--- src/rtl/fetch_sequencer.sv ---
// Instruction fetch sequencer: owns the fetch PC, captures memory words into a
// small prefetch queue and hands them to decode. Optional counters: FETCH_PERF_COUNT_EN.
module fetch_sequencer #(
  parameter logic [31:0] RESET_PC    = 32'h0000_0000,
  parameter int          QUEUE_DEPTH = 2,
  parameter logic [31:0] HALT_WORD   = 32'hFC00_0000
) (
  input  logic        clock,
  input  logic        reset,
  output logic [31:0] imem_address,
  input  logic [31:0] imem_instruction,
  input  logic        fetch_enable,
  input  logic        redirect_valid,
  input  logic [31:0] redirect_pc,
  output logic        out_valid,
  input  logic        out_ready,
  output logic [31:0] out_instruction,
  output logic [31:0] out_pc,
  output logic        halted
`ifdef FETCH_PERF_COUNT_EN
  ,
  output logic [31:0] perf_fetched,
  output logic [31:0] perf_stall
`endif
);

  localparam int PW = $clog2(QUEUE_DEPTH);
  localparam int CW = PW + 1;

  typedef enum logic [1:0] {
    IDLE,
    FETCH,
    HALT
  } state_t;

  state_t state, state_next;
  logic [31:0] fetch_pc, fetch_pc_next;

  logic [31:0] q_instr [QUEUE_DEPTH];
  logic [31:0] q_pc    [QUEUE_DEPTH];
  logic [PW-1:0] head, tail;
  logic [CW-1:0] count;
  logic full, push, pop;

  // Redirect outranks everything: it suppresses both push and pop that cycle.
  always_comb begin
    full = (count == CW'(QUEUE_DEPTH));
    pop  = out_valid && out_ready && !redirect_valid;
    push = (state == FETCH) && fetch_enable && !redirect_valid && (!full || pop);
  end

  always_comb begin
    state_next    = state;
    fetch_pc_next = fetch_pc;
    if (redirect_valid) begin
      state_next    = FETCH;
      fetch_pc_next = {redirect_pc[31:2], 2'b00};
    end else begin
      case (state)
        IDLE: if (fetch_enable) state_next = FETCH;
        FETCH: begin
          if (push) begin
            if (imem_instruction == HALT_WORD) state_next = HALT;
            else fetch_pc_next = fetch_pc + 32'd4;
          end
        end
        HALT: state_next = HALT;
        default: state_next = IDLE;
      endcase
    end
  end

  always_ff @(posedge clock or posedge reset) begin
    if (reset) begin
      state    <= IDLE;
      fetch_pc <= RESET_PC;
    end else begin
      state    <= state_next;
      fetch_pc <= fetch_pc_next;
    end
  end

  always_ff @(posedge clock or posedge reset) begin
    if (reset) begin
      head  <= '0;
      tail  <= '0;
      count <= '0;
      for (int i = 0; i < QUEUE_DEPTH; i++) begin
        q_instr[i] <= '0;
        q_pc[i]    <= '0;
      end
    end else if (redirect_valid) begin
      head  <= '0;
      tail  <= '0;
      count <= '0;
    end else begin
      if (push) begin
        q_instr[tail] <= imem_instruction;
        q_pc[tail]    <= fetch_pc;
        tail          <= tail + 1'b1;
      end
      if (pop) head <= head + 1'b1;
      if (push && !pop) count <= count + 1'b1;
      else if (pop && !push) count <= count - 1'b1;
    end
  end

  // Outputs come only from registers; stale slots read as zero when empty.
  always_comb begin
    imem_address    = fetch_pc;
    out_valid       = (count != '0);
    out_instruction = out_valid ? q_instr[head] : 32'd0;
    out_pc          = out_valid ? q_pc[head] : 32'd0;
    halted          = (state == HALT);
  end

`ifdef FETCH_PERF_COUNT_EN
  always_ff @(posedge clock or posedge reset) begin
    if (reset) begin
      perf_fetched <= '0;
      perf_stall   <= '0;
    end else begin
      if (push) perf_fetched <= perf_fetched + 32'd1;
      if ((state == FETCH) && fetch_enable && !redirect_valid && !push)
        perf_stall <= perf_stall + 32'd1;
    end
  end
`endif

endmodule
--- config.mk ---
export PLATFORM = sky130hd
export DESIGN_NAME = fetch_sequencer
export DESIGN_NICKNAME = d
export VERILOG_FILES = /design/src/rtl/fetch_sequencer.sv
export SDC_FILE = /design/constraint.sdc
export NUM_CORES = 1
export LEC_CHECK = 0
export ABC_AREA = 1
export CORE_AREA = 2 2 131 133
export CTS_CLUSTER_DIAMETER = 50
export DETAILED_ROUTE_END_ITERATION = 7
export DIE_AREA = 0 0 133 135
export PLACE_DENSITY = 0.79
export SLEW_MARGIN = 20
export SYNTH_ARGS = -nofsm -noshare
export SYNTH_HDL_FRONTEND = slang
export SYNTH_SLANG_ARGS = --single-unit
--- constraint.sdc ---
create_clock -name clock -period 7.2 [get_ports clock]
set_clock_uncertainty 0.15 [all_clocks]
set_input_delay 1.44 -clock clock [delete_from_list [all_inputs] [get_ports clock]]
set_output_delay 1.44 -clock clock [all_outputs]
set_load 0.01 [all_outputs]
# == Word-level counts from Yosys, hierarchy flattened ==
# Index checks and enable logic that the tools add are counted.
# totals
in_bits,69
wordCells,78
regBits,166
# op_classes
add_sub_neg,5
order_cmp,3
muxes,28
bitwise,3
n_eq_ne,8
reduce_logical,22
# op_table
cell,count
$mux 32,13
$bwmux 64,2
$add 32x3->32 const B,1
$demux 32 s1,1
$eq 32x32->1 const B,1
$mux 2,7
$logic_and 1x1->1,8
$reduce_bool 2->1,4
$ne 3x3->1 const B,2
$pmux 2 s3,1
$reduce_and 3->1,2
$eq 2x2->1 const B,2
$ge 2x2->1 const B,2
$logic_not 1->1,4
$mux 1,4
$not 1->2,2
$ne 3x2->1 const B,1
$reduce_bool 3->1,1
$add 1x1->1 const B,2
$add 2x1->2 const B,1
$eq 2x1->1 const B,1
$logic_not 2->1,1
$lt 2x1->1 const B,1
$ne 2x2->1 const B,1
4 further kinds,4

# == Depth between registers and ports, before layout ==
# Gate-level depths: netlist (run 1).
# logic_depth
word_depth,10
ltp_mapped,12
mapped_depth_nobuf,11

# == Least setup slack after synthesis (run 1) ==
# Ideal clock, no wire load.
# synth_path
kind,input -> register
from,in redirect_valid
to,reg q_instr[35] (netlist bit)
arrival_ns,2.565
path_slack_ns,4.354
path_stages,11
t_required_ns,6.920
path_cell_list,buf_6 > inv_4 > nand3_2 > nand2_2 > nand2_2 > or2_1 > buf_2 > buf_6 > buf_6 > nand2_1 > o21ai_1
# synth_between
elab_chain_len,5
# synth_lines
element,line,text
start: declaration,13,"input logic redirect_valid,"
$logic_not 1->1,"48, 49",
$logic_and 1x1->1,48,pop = out_valid && out_ready && !redirect_valid;
$logic_or 1x1->1,49,push = (state == FETCH) && fetch_enable && !redirect_valid && (!full || pop);
$logic_and 1x1->1,49,
$reduce_and 2->1 (no line) (*),-,
end signal: indexed assignment,98,q_instr[tail] <= imem_instruction;
end: declaration,39,logic [31:0] q_instr [QUEUE_DEPTH];
# Every way passes the cells marked *; elsewhere a longest branch is shown, timed or not.
# A chain may end at the register's enable or synchronous reset.

# == Worst setup path after layout (run 1) ==
# layout_path
from,in redirect_valid
to,reg q_pc[54] (netlist bit)
# layout_between
elab_chain_len,5
# layout_lines
element,line,text
$logic_not 1->1,"48, 49",
$logic_and 1x1->1,48,
$logic_or 1x1->1,49,
$logic_and 1x1->1,49,
$reduce_and 2->1 (no line) (*),-,
end signal: indexed assignment,99,q_pc[tail] <= fetch_pc;
end: declaration,40,logic [31:0] q_pc [QUEUE_DEPTH];
# Marks and branches as above.

==> impl_metrics.csv, run 1 <==
group,metric,value,unit
run_status,status,"complete, no violations",
detailed_routing,drt_iter0_markers,693,
detailed_routing,vias,8122,
cts,cts.clk_slew.worst_paths,0.06,ns
cts,cts_max_path_buffers,2,
die,rows,47,
cells_and_area,syn2layout_area_growth,26.9,%
global_routing,antenna_found_initial,0,
power_and_ir_drop,powerDensity,390,mW/mm²
flow_run,cap_violations,0,
cts,postCtsHoldBufs,0,
worst_setup_path,worstReg2RegStart,"state[1]",
yosys,synth-seq-area-share,0.475,
min_path,hp-start,"q_pc[19]",
yosys,yosys-top-cells-count,"nand2_1, dfrtp_1, o21ai_0",
sta,fmax,0.237,GHz
detailed_routing,drtAntennaViolNets,0,
min_path,hold_path_class,"reg2reg",
power_and_ir_drop,power_leakage,4.96,nW
cts,cts.sinks,160,
die,start_util,0.514,
placement,gp_congestion,0.931,
yosys,synthArstFlopShare,1.00,
placement,port_buffers,160,
yosys,synth.distinct_cells,27,
global_routing,grt_pass1_vias,7429,
sta,hold_viol,0,
yosys,synth_top_area_frac,0.475,
sta,drv_slew,0,
yosys,synth_edf_count,0,
global_routing,grt-ovfl-total,0,
die,die_w,133,µm
cts,htreeDepth,4,
sta,fin_crit,4.23,ns
power_and_ir_drop,peakVddDrop,0.000204,V
cells_and_area,final_util,0.652,
sta,fin_crit_sh,0.587,
yosys,synth_warnings,0,
cts,cts_root_buf,"clkbuf_16",
worst_setup_path,worstSetupStartpoint,"redirect_valid",
cts,clk_latency,0.43,ns
yosys,syn-cell-area,0.00843,mm²
yosys,synth.ff_latch_count,160,
cts,cts_setup_buffers,0,
sta,max_slew_margin,0.350,
cells_and_area,layout-drive-gt1-share,0.0436,
detailed_routing,drt_pass1_iterations,7,
detailed_routing,wl_per_cell,15.0,µm
sta,setup_viol,0,
global_routing,grt_pass1_wl,37300,µm
cts,cts_tree,"yes",
worst_setup_path,crit_path_end_kind,"register",
die,core,0.0164,mm²
die,die_h,135,µm
yosys,synth-main-ff-cell,"dfrtp_1",
yosys,yosys-top-cells-area,"dfrtp_1, nand2_1, o21ai_0, inv_1, nor2_1",
detailed_routing,drc_errors,0,
detailed_routing,routed_via_density,5.24,
worst_setup_path,critPathArrivalTime,4.43,ns
yosys,synth.most_common_cell,"nand2_1",
detailed_routing,routed_wl,23300,µm
worst_setup_path,cp_max_fo,85,
worst_setup_path,cp.required,7.40,ns
sta,worstMarginPinSlew,0.975,ns
placement,dp_hpwl,15600,µm
worst_setup_path,cp-start-kind,"input port",
cells_and_area,fillCellCount,1462,
yosys,synth.avg_cell_area,7.08,µm²
yosys,yosys.area.top_type,"dfrtp_1",
cells_and_area,fin_nets,1391,
yosys,synthCells,1191,
sta,tns,0,ns
cells_and_area,n_antenna_cell,0,
power_and_ir_drop,p_total,4.17,mW
cts,cts-resized-gates,0,
worst_setup_path,critPathKind,"in2reg",
sta,rsz0062_at_grt,"no",
die,ios,167,
global_routing,grt_max_degree,96,
cts,cts_buffers,17,
die,die_area,0.0180,mm²
global_routing,grtUsageTotal,0.263,
[area by class of cell]
type / instances / area (µm²) / share of cell area
Clock buffer: 22 / 474 / 0.0443
Clock inverter: 10 / 158 / 0.0147
Inverter: 95 / 364 / 0.0340
Multi-Input combinational cell: 877 / 3770 / 0.352
Sequential cell: 160 / 4010 / 0.374
Tap cell: 220 / 275 / 0.0257
Timing Repair Buffer: 167 / 1650 / 0.155
[final timing paths]
| kind | end | slack [ns] | cells past startpoint |
|---|---|---|---|
| worst max-delay path | q_pc[54] | 2.97 | 10 |
| worst min-delay path | q_pc[19] | 0.33 | 2 |
| worst max register to register | q_pc[54] | 4.50 | 9 |
| worst min register to register | q_pc[19] | 0.33 | 2 |
| max in group asynchronous | head | 4.13 | 3 |
| min in group asynchronous | q_pc[38] | 1.40 | 2 |
[worst max-delay path, stage by stage]
cell and delay, ns:
clkdlybuf4s50_1 0.46, buf_4 0.36, inv_4 0.28, nand3_2 0.16, nand2_2 0.10, nand2_2 0.11
or2_4 0.77, buf_4 0.50, nand2_1 0.11, o21ai_1 0.09
[where the power goes]
group	leakage [nW]	switching (mW)	internal, mW
combinational	2.61	0.947	0.717
sequential	2.05	0.268	1.28
clock	0.302	0.358	0.606
[sequential cells by signal, summed over array words and instances, names as in the netlist]
name,flops
count,2
head,1
imem_address,30
q_instr,64
q_pc,60
state,2
tail,1
[cells in the final DEF, fill, tap and decap left out, drive strengths merged]
cell	instances
clkinvlp	3
buf	7
clkdlybuf4s50	160
xor2	3
a31oi	2
conb	4
a21oi	62
o21ai	151
or2	5
clkbuf	22
inv	95
nor3	1
clkinv	3
nand4	5
dfrtp	160
nor2	86
bufinv	4
nand3	62
ha	4
nand2	492
[metrics by stage]
| step | std cells | setup WS [ns] | hold WS (ns) | cell area [µm²] |
|---|---|---|---|---|
| 2_1_floorplan | 1194 | 1.29 | 0.303 | 8440 |
| 3_3_place_gp | 1519 | 2.60 | 0.316 | 10100 |
| 3_5_place_dp | 1519 | 2.54 | 0.318 | 10100 |
| 4_1_cts | 1551 | 2.96 | 0.333 | 10700 |
| 5_1_grt | 1551 | 2.70 | 0.354 | 10700 |
| 6_report | 1551 | 2.97 | 0.333 | 10700 |
[routing by layer]
metal	GRT usage	vias to the layer above	part of all wire
li1	-	3998	-
met5	0	-	0
met1	0.366	3731	0.44
met2	0.414	341	0.45
met4	0.103	0	0.029
met3	0.0469	52	0.081
[logic make-up after synthesis]
family	after synthesis	share of synthesized area
adder cells (fa/ha/maj)	4	0.00594
flip-flops	160	0.475
AND/OR/NAND/NOR	651	0.306
other	1	0.000445
XOR/XNOR	3	0.00312
buffers and inverters	157	0.0809
AO/OA/AOI/OAI	215	0.129
(Power assumes the default switching activity.)
==> inputs of run 2 (changes only) <==
==> constraint.sdc (replaced) <==
create_clock -name clock -period 4.05 [get_ports clock]
set_clock_uncertainty 0.15 [all_clocks]
set_input_delay 0.81 -clock clock [delete_from_list [all_inputs] [get_ports clock]]
set_output_delay 0.81 -clock clock [all_outputs]
set_load 0.01 [all_outputs]
==> impl_metrics.csv, run 2 (synthesized netlist as in run 1, its figures left out) <==
group,metric,value,unit
run_status,status,"complete, no violations",
cts,clk_latency,0.43,ns
sta,fmax,0.291,GHz
global_routing,grt_max_degree,99,
min_path,holdPathStages,2,
placement,dp_hpwl,15900,µm
die,ios,167,
global_routing,grtUsageTotal,0.263,
global_routing,grt_pass1_wl,37600,µm
detailed_routing,drc_errors,0,
worst_setup_path,crit_family,"buffers and inverters",
power_and_ir_drop,power_leakage,4.98,nW
power_and_ir_drop,cell_internal_pwr,4.50,mW
worst_setup_path,cp_max_fo,64,
sta,fin_crit_sh,0.849,
cells_and_area,top_register,"q_instr",
min_path,hp-start,"q_pc[30]",
placement,pre_cts_slack,0.751,ns
cells_and_area,fin_nets,1396,
worst_setup_path,critPathKind,"reg2out",
flow_run,cap_violations,0,
worst_setup_path,critPathArrivalTime,2.48,ns
sta,max_slew_margin,0.479,
cts,htreeDepth,4,
detailed_routing,routed_via_density,5.33,
detailed_routing,vias,8286,
cells_and_area,n_antenna_cell,0,
worst_setup_path,crit_chain,"buf_4 > nand2_1 > a21oi_1 > clkdlybuf4s50_1",
detailed_routing,wl_per_cell,15.0,µm
sta,worstMarginPinSlew,0.782,ns
die,start_util,0.514,
cts,cts_max_path_buffers,2,
worst_setup_path,worstReg2RegStart,"state[1]",
worst_setup_path,cp.required,3.09,ns
sta,fin_crit,3.44,ns
min_path,hold_path_class,"reg2reg",
worst_setup_path,cp.buffers_inverters,2,
cts,cts_root_buf,"clkbuf_16",
global_routing,antenna_found_initial,0,
cts,cts_setup_buffers,0,
cts,cts.clk_slew.worst_paths,0.06,ns
worst_setup_path,rr_endpoint,"q_pc[62]",
sta,tns,0,ns
worst_setup_path,crit_path_end_kind,"output pin",
worst_setup_path,cp-start-kind,"register",
power_and_ir_drop,peakVddDrop,0.000348,V
sta,rsz0062_at_grt,"no",
detailed_routing,routed_wl,23400,µm
power_and_ir_drop,p_sw_frac,0.389,
min_path,min_to,"q_pc[30]",
power_and_ir_drop,power.clock.fraction,0.219,
sta,hold_viol,0,
die,die_h,135,µm
sta,drv_slew,0,
cts,cts.sinks,160,
detailed_routing,drtAntennaViolNets,0,
power_and_ir_drop,power_switching,2.86,mW
power_and_ir_drop,comb_power_share,0.409,
detailed_routing,drt_pass1_iterations,7,
global_routing,grt-ovfl-total,0,
worst_setup_path,cp_slowest_cell,"clkdlybuf4s50_1",
placement,port_buffers,160,
cts,cts_tree,"yes",
cells_and_area,layout-drive-gt1-share,0.0479,
power_and_ir_drop,powerDensity,684,mW/mm²
cells_and_area,syn2layout_area_growth,27.6,%
die,core,0.0164,mm²
die,die_area,0.0180,mm²
cts,cts-resized-gates,0,
worst_setup_path,r2r_cells,9,
worst_setup_path,worstSetupStartpoint,"head",
die,die_w,133,µm
detailed_routing,drt_iter0_markers,794,
power_and_ir_drop,seqPwrFrac,0.372,
cts,postCtsHoldBufs,0,
sta,fin_ws,0.610,ns
sta,setup_viol,0,
cts,cts_buffers,17,
cells_and_area,mostFrequentLayoutCells,"nand2_1, clkdlybuf4s50_1, dfrtp_1",
worst_setup_path,slowest_delay,0.61,ns
worst_setup_path,reg2reg_slack,1.60,ns
cells_and_area,final_common_cell,"nand2_1",
cells_and_area,largest_reg_flops,64,
global_routing,grt_pass1_vias,7593,
placement,gp_congestion,0.898,
die,rows,47,
run 2: cell count changes in the layout (fill, tap and decap cells not counted), sizes merged:
cell	change
buf	+5
clkbuf	-4
bufinv	-2
clkinvlp	+1
clkinv	+2
inv	+3
run 2: stage by stage:
step	instance area (µm²)	utilization	power, mW	std cells	hold slack [ns]
final	10800	0.656	7.36	1556	0.334
after CTS	10800	0.656	7.38	1556	0.334
after detailed placement	10200	0.620	5.75	1524	0.318
after global placement	10200	0.620	5.65	1524	0.315
after global routing	10800	0.656	7.85	1556	0.346
after floorplan	8450	-	4.38	1194	0.303
run 2: power by group through the flow:
| stage | sequential, mW | combinational (mW) | clock, mW |
|---|---|---|---|
| 2_1_floorplan | 2.67 | 1.71 | 0 |
| 5_1_grt | 2.82 | 3.34 | 1.69 |
| 6_report | 2.74 | 3.01 | 1.61 |
| 3_3_place_gp | 2.72 | 2.93 | 0 |
| 3_5_place_dp | 2.74 | 3.01 | 0 |
| 4_1_cts | 2.73 | 3.03 | 1.63 |
run 2: routing by layer:
layer  global-route usage  up-vias  share of wire
met5                    0        -              0
met4               0.0741        0          0.017
met3               0.0409       33          0.069
met2                0.423      349           0.47
met1                0.375     3883           0.45
li1                     -     4021              -
run 2: cell type report:
type | count | area [µm²]
inverter | 95 | 363
clock buffer | 18 | 429
multi-input combinational | 877 | 3770
clock inverter | 14 | 158
tap | 220 | 275
sequential | 160 | 4010
timing repair buffer | 172 | 1750
fill | 1400 | 5650
run 2: worst register-to-register path, stage by stage, from the launching register on:
cell	delay, ns
dfrtp_1	0.38
inv_1	0.07
ha_1	0.20
inv_1	0.12
nor3_4	0.07
nand2_2	0.12
or2_4	0.58
buf_4	0.49
nand2_1	0.11
o21ai_1	0.10
run 2: worst max-delay path by stage:
stage                       endpoint  cells after the start
after floorplan             count[0]                      1
after global placement      q_pc[63]                      9
after detailed placement    q_pc[62]                      9
after CTS                 out_pc[11]                      4
after global routing      out_pc[19]                      4
final                     out_pc[15]                      4
==> inputs of run 3 (changes only) <==
==> constraint.sdc (replaced) <==
create_clock -name clock -period 3.6 [get_ports clock]
set_clock_uncertainty 0.15 [all_clocks]
set_input_delay 0.72 -clock clock [delete_from_list [all_inputs] [get_ports clock]]
set_output_delay 0.72 -clock clock [all_outputs]
set_load 0.01 [all_outputs]
==> impl_metrics.csv, run 3 (synthesized netlist as in run 1, its figures left out) <==
group,metric,value,unit
power_and_ir_drop,peakVddDrop,0.000452,V
worst_setup_path,critPathArrivalTime,2.47,ns
sta,fin_crit_sh,0.927,
detailed_routing,highest_layer,"met4",
global_routing,grtUsageTotal,0.267,
detailed_routing,wl_met3,1820,µm
worst_setup_path,worstReg2RegStart,"state[1]",
sta,setup_viol,0,
placement,dp_hpwl,16200,µm
power_and_ir_drop,powerDensity,773,mW/mm²
global_routing,grt-ovfl-total,0,
cells_and_area,final_common_cell,"nand2_1",
flow_run,cap_violations,0,
power_and_ir_drop,p_total,8.36,mW
cells_and_area,largest_reg_flops,64,
die,start_util,0.514,
die,rows,47,
run_status,status,"complete, no violations",
worst_setup_path,cp.required,2.73,ns
die,die_area,0.0180,mm²
detailed_routing,routed_wl,23400,µm
cts,cts_max_path_buffers,2,
die,die_h,135,µm
sta,fin_ws,0.264,ns
global_routing,grt_max_degree,111,
cells_and_area,multi_input_area,0.00377,mm²
worst_setup_path,critPathKind,"reg2out",
sta,drv_slew,0,
placement,gp_congestion,0.873,
cts,cts.sinks,160,
sta,fmax,0.300,GHz
min_path,hp-start,"q_pc[11]",
cts,cts_tree,"yes",
cells_and_area,layout-drive-gt1-share,0.0508,
cells_and_area,fin_nets,1399,
detailed_routing,drtAntennaViolNets,0,
worst_setup_path,worstSetupStartpoint,"head",
placement,pre_cts_slack,0.516,ns
placement,port_buffers,160,
die,ios,167,
detailed_routing,drt-met1-wl,10100,µm
worst_setup_path,crit_path_end_kind,"output pin",
sta,worstMarginPinSlew,0.856,ns
cells_and_area,mostFrequentLayoutCells,"nand2_1, clkdlybuf4s50_1, dfrtp_1",
detailed_routing,drt_pass1_iterations,5,
die,die_w,133,µm
cts,cts_buffers,17,
cells_and_area,ff_latch_area,0.00401,mm²
min_path,hold_path_class,"reg2reg",
cells_and_area,fillCellCount,1420,
detailed_routing,wl_met2,11200,µm
cells_and_area,top_register,"q_instr",
sta,hold_viol,0,
worst_setup_path,reg2reg_slack,1.24,ns
global_routing,grt_pass1_vias,7654,
sta,max_slew_margin,0.428,
cts,htreeDepth,4,
detailed_routing,drt_iter0_markers,844,
sta,tns,0,ns
worst_setup_path,cp_max_fo,35,
detailed_routing,vias,8320,
die,core,0.0164,mm²
power_and_ir_drop,power_leakage,5.01,nW
detailed_routing,drc_errors,0,
cts,clk_latency,0.43,ns
cts,postCtsHoldBufs,0,
sta,rsz0062_at_grt,"no",
cells_and_area,n_antenna_cell,0,
global_routing,antenna_found_initial,0,
cts,cts-resized-gates,0,
cts,cts.clk_slew.worst_paths,0.06,ns
cts,cts_root_buf,"clkbuf_16",
worst_setup_path,cp-start-kind,"register",
cells_and_area,final_util,0.659,
detailed_routing,wl_per_cell,15.0,µm
cells_and_area,syn2layout_area_growth,28.3,%
cts,cts_setup_buffers,0,
sta,whs,0.335,ns
global_routing,grt_pass1_wl,38200,µm
sta,fin_crit,3.34,ns
detailed_routing,routed_via_density,5.34,
run 3: metal layers:
layer,track usage,up-vias
met5,0,-
met4,0.0747,0
met3,0.0454,31
met2,0.429,352
met1,0.378,3909
li1,-,4028
run 3: stage by stage:
stage	area, µm²	std cells
2_1_floorplan	8450	1194
3_3_place_gp	10200	1527
3_5_place_dp	10200	1527
4_1_cts	10800	1559
5_1_grt	10800	1559
6_report	10800	1559
run 3: final timing paths:
check | depth (start not counted) | to
min | 2 | q_pc[11]
min reg2reg | 2 | q_pc[11]
min in group asynchronous | 2 | q_pc[40]
max in group asynchronous | 3 | q_pc[50]
max | 5 | out_pc[15]
max reg2reg | 9 | q_pc[52]
run 3: layout make-up:
cell class                      count  share of cell area
Clock buffer                       18              0.0406
Clock inverter                     14              0.0164
Inverter                           95              0.0335
Multi-Input combinational cell    877               0.349
Sequential cell                   160               0.370
Tap cell                          220              0.0254
Timing Repair Buffer              175               0.165
run 3: worst max-delay path: stages, from the launching register on:
cell	delay, ns
dfrtp_2	0.58
inv_2	0.11
buf_4	0.37
nand2_1	0.09
a21oi_1	0.27
clkdlybuf4s50_1	0.61
run 3: power breakdown:
group	internal (mW)	leakage (nW)	switching, mW
Sequential	2.55	2.05	0.572
Combinational	1.48	2.67	1.88
Clock	1.12	0.291	0.768
Total	5.15	5.01	3.22
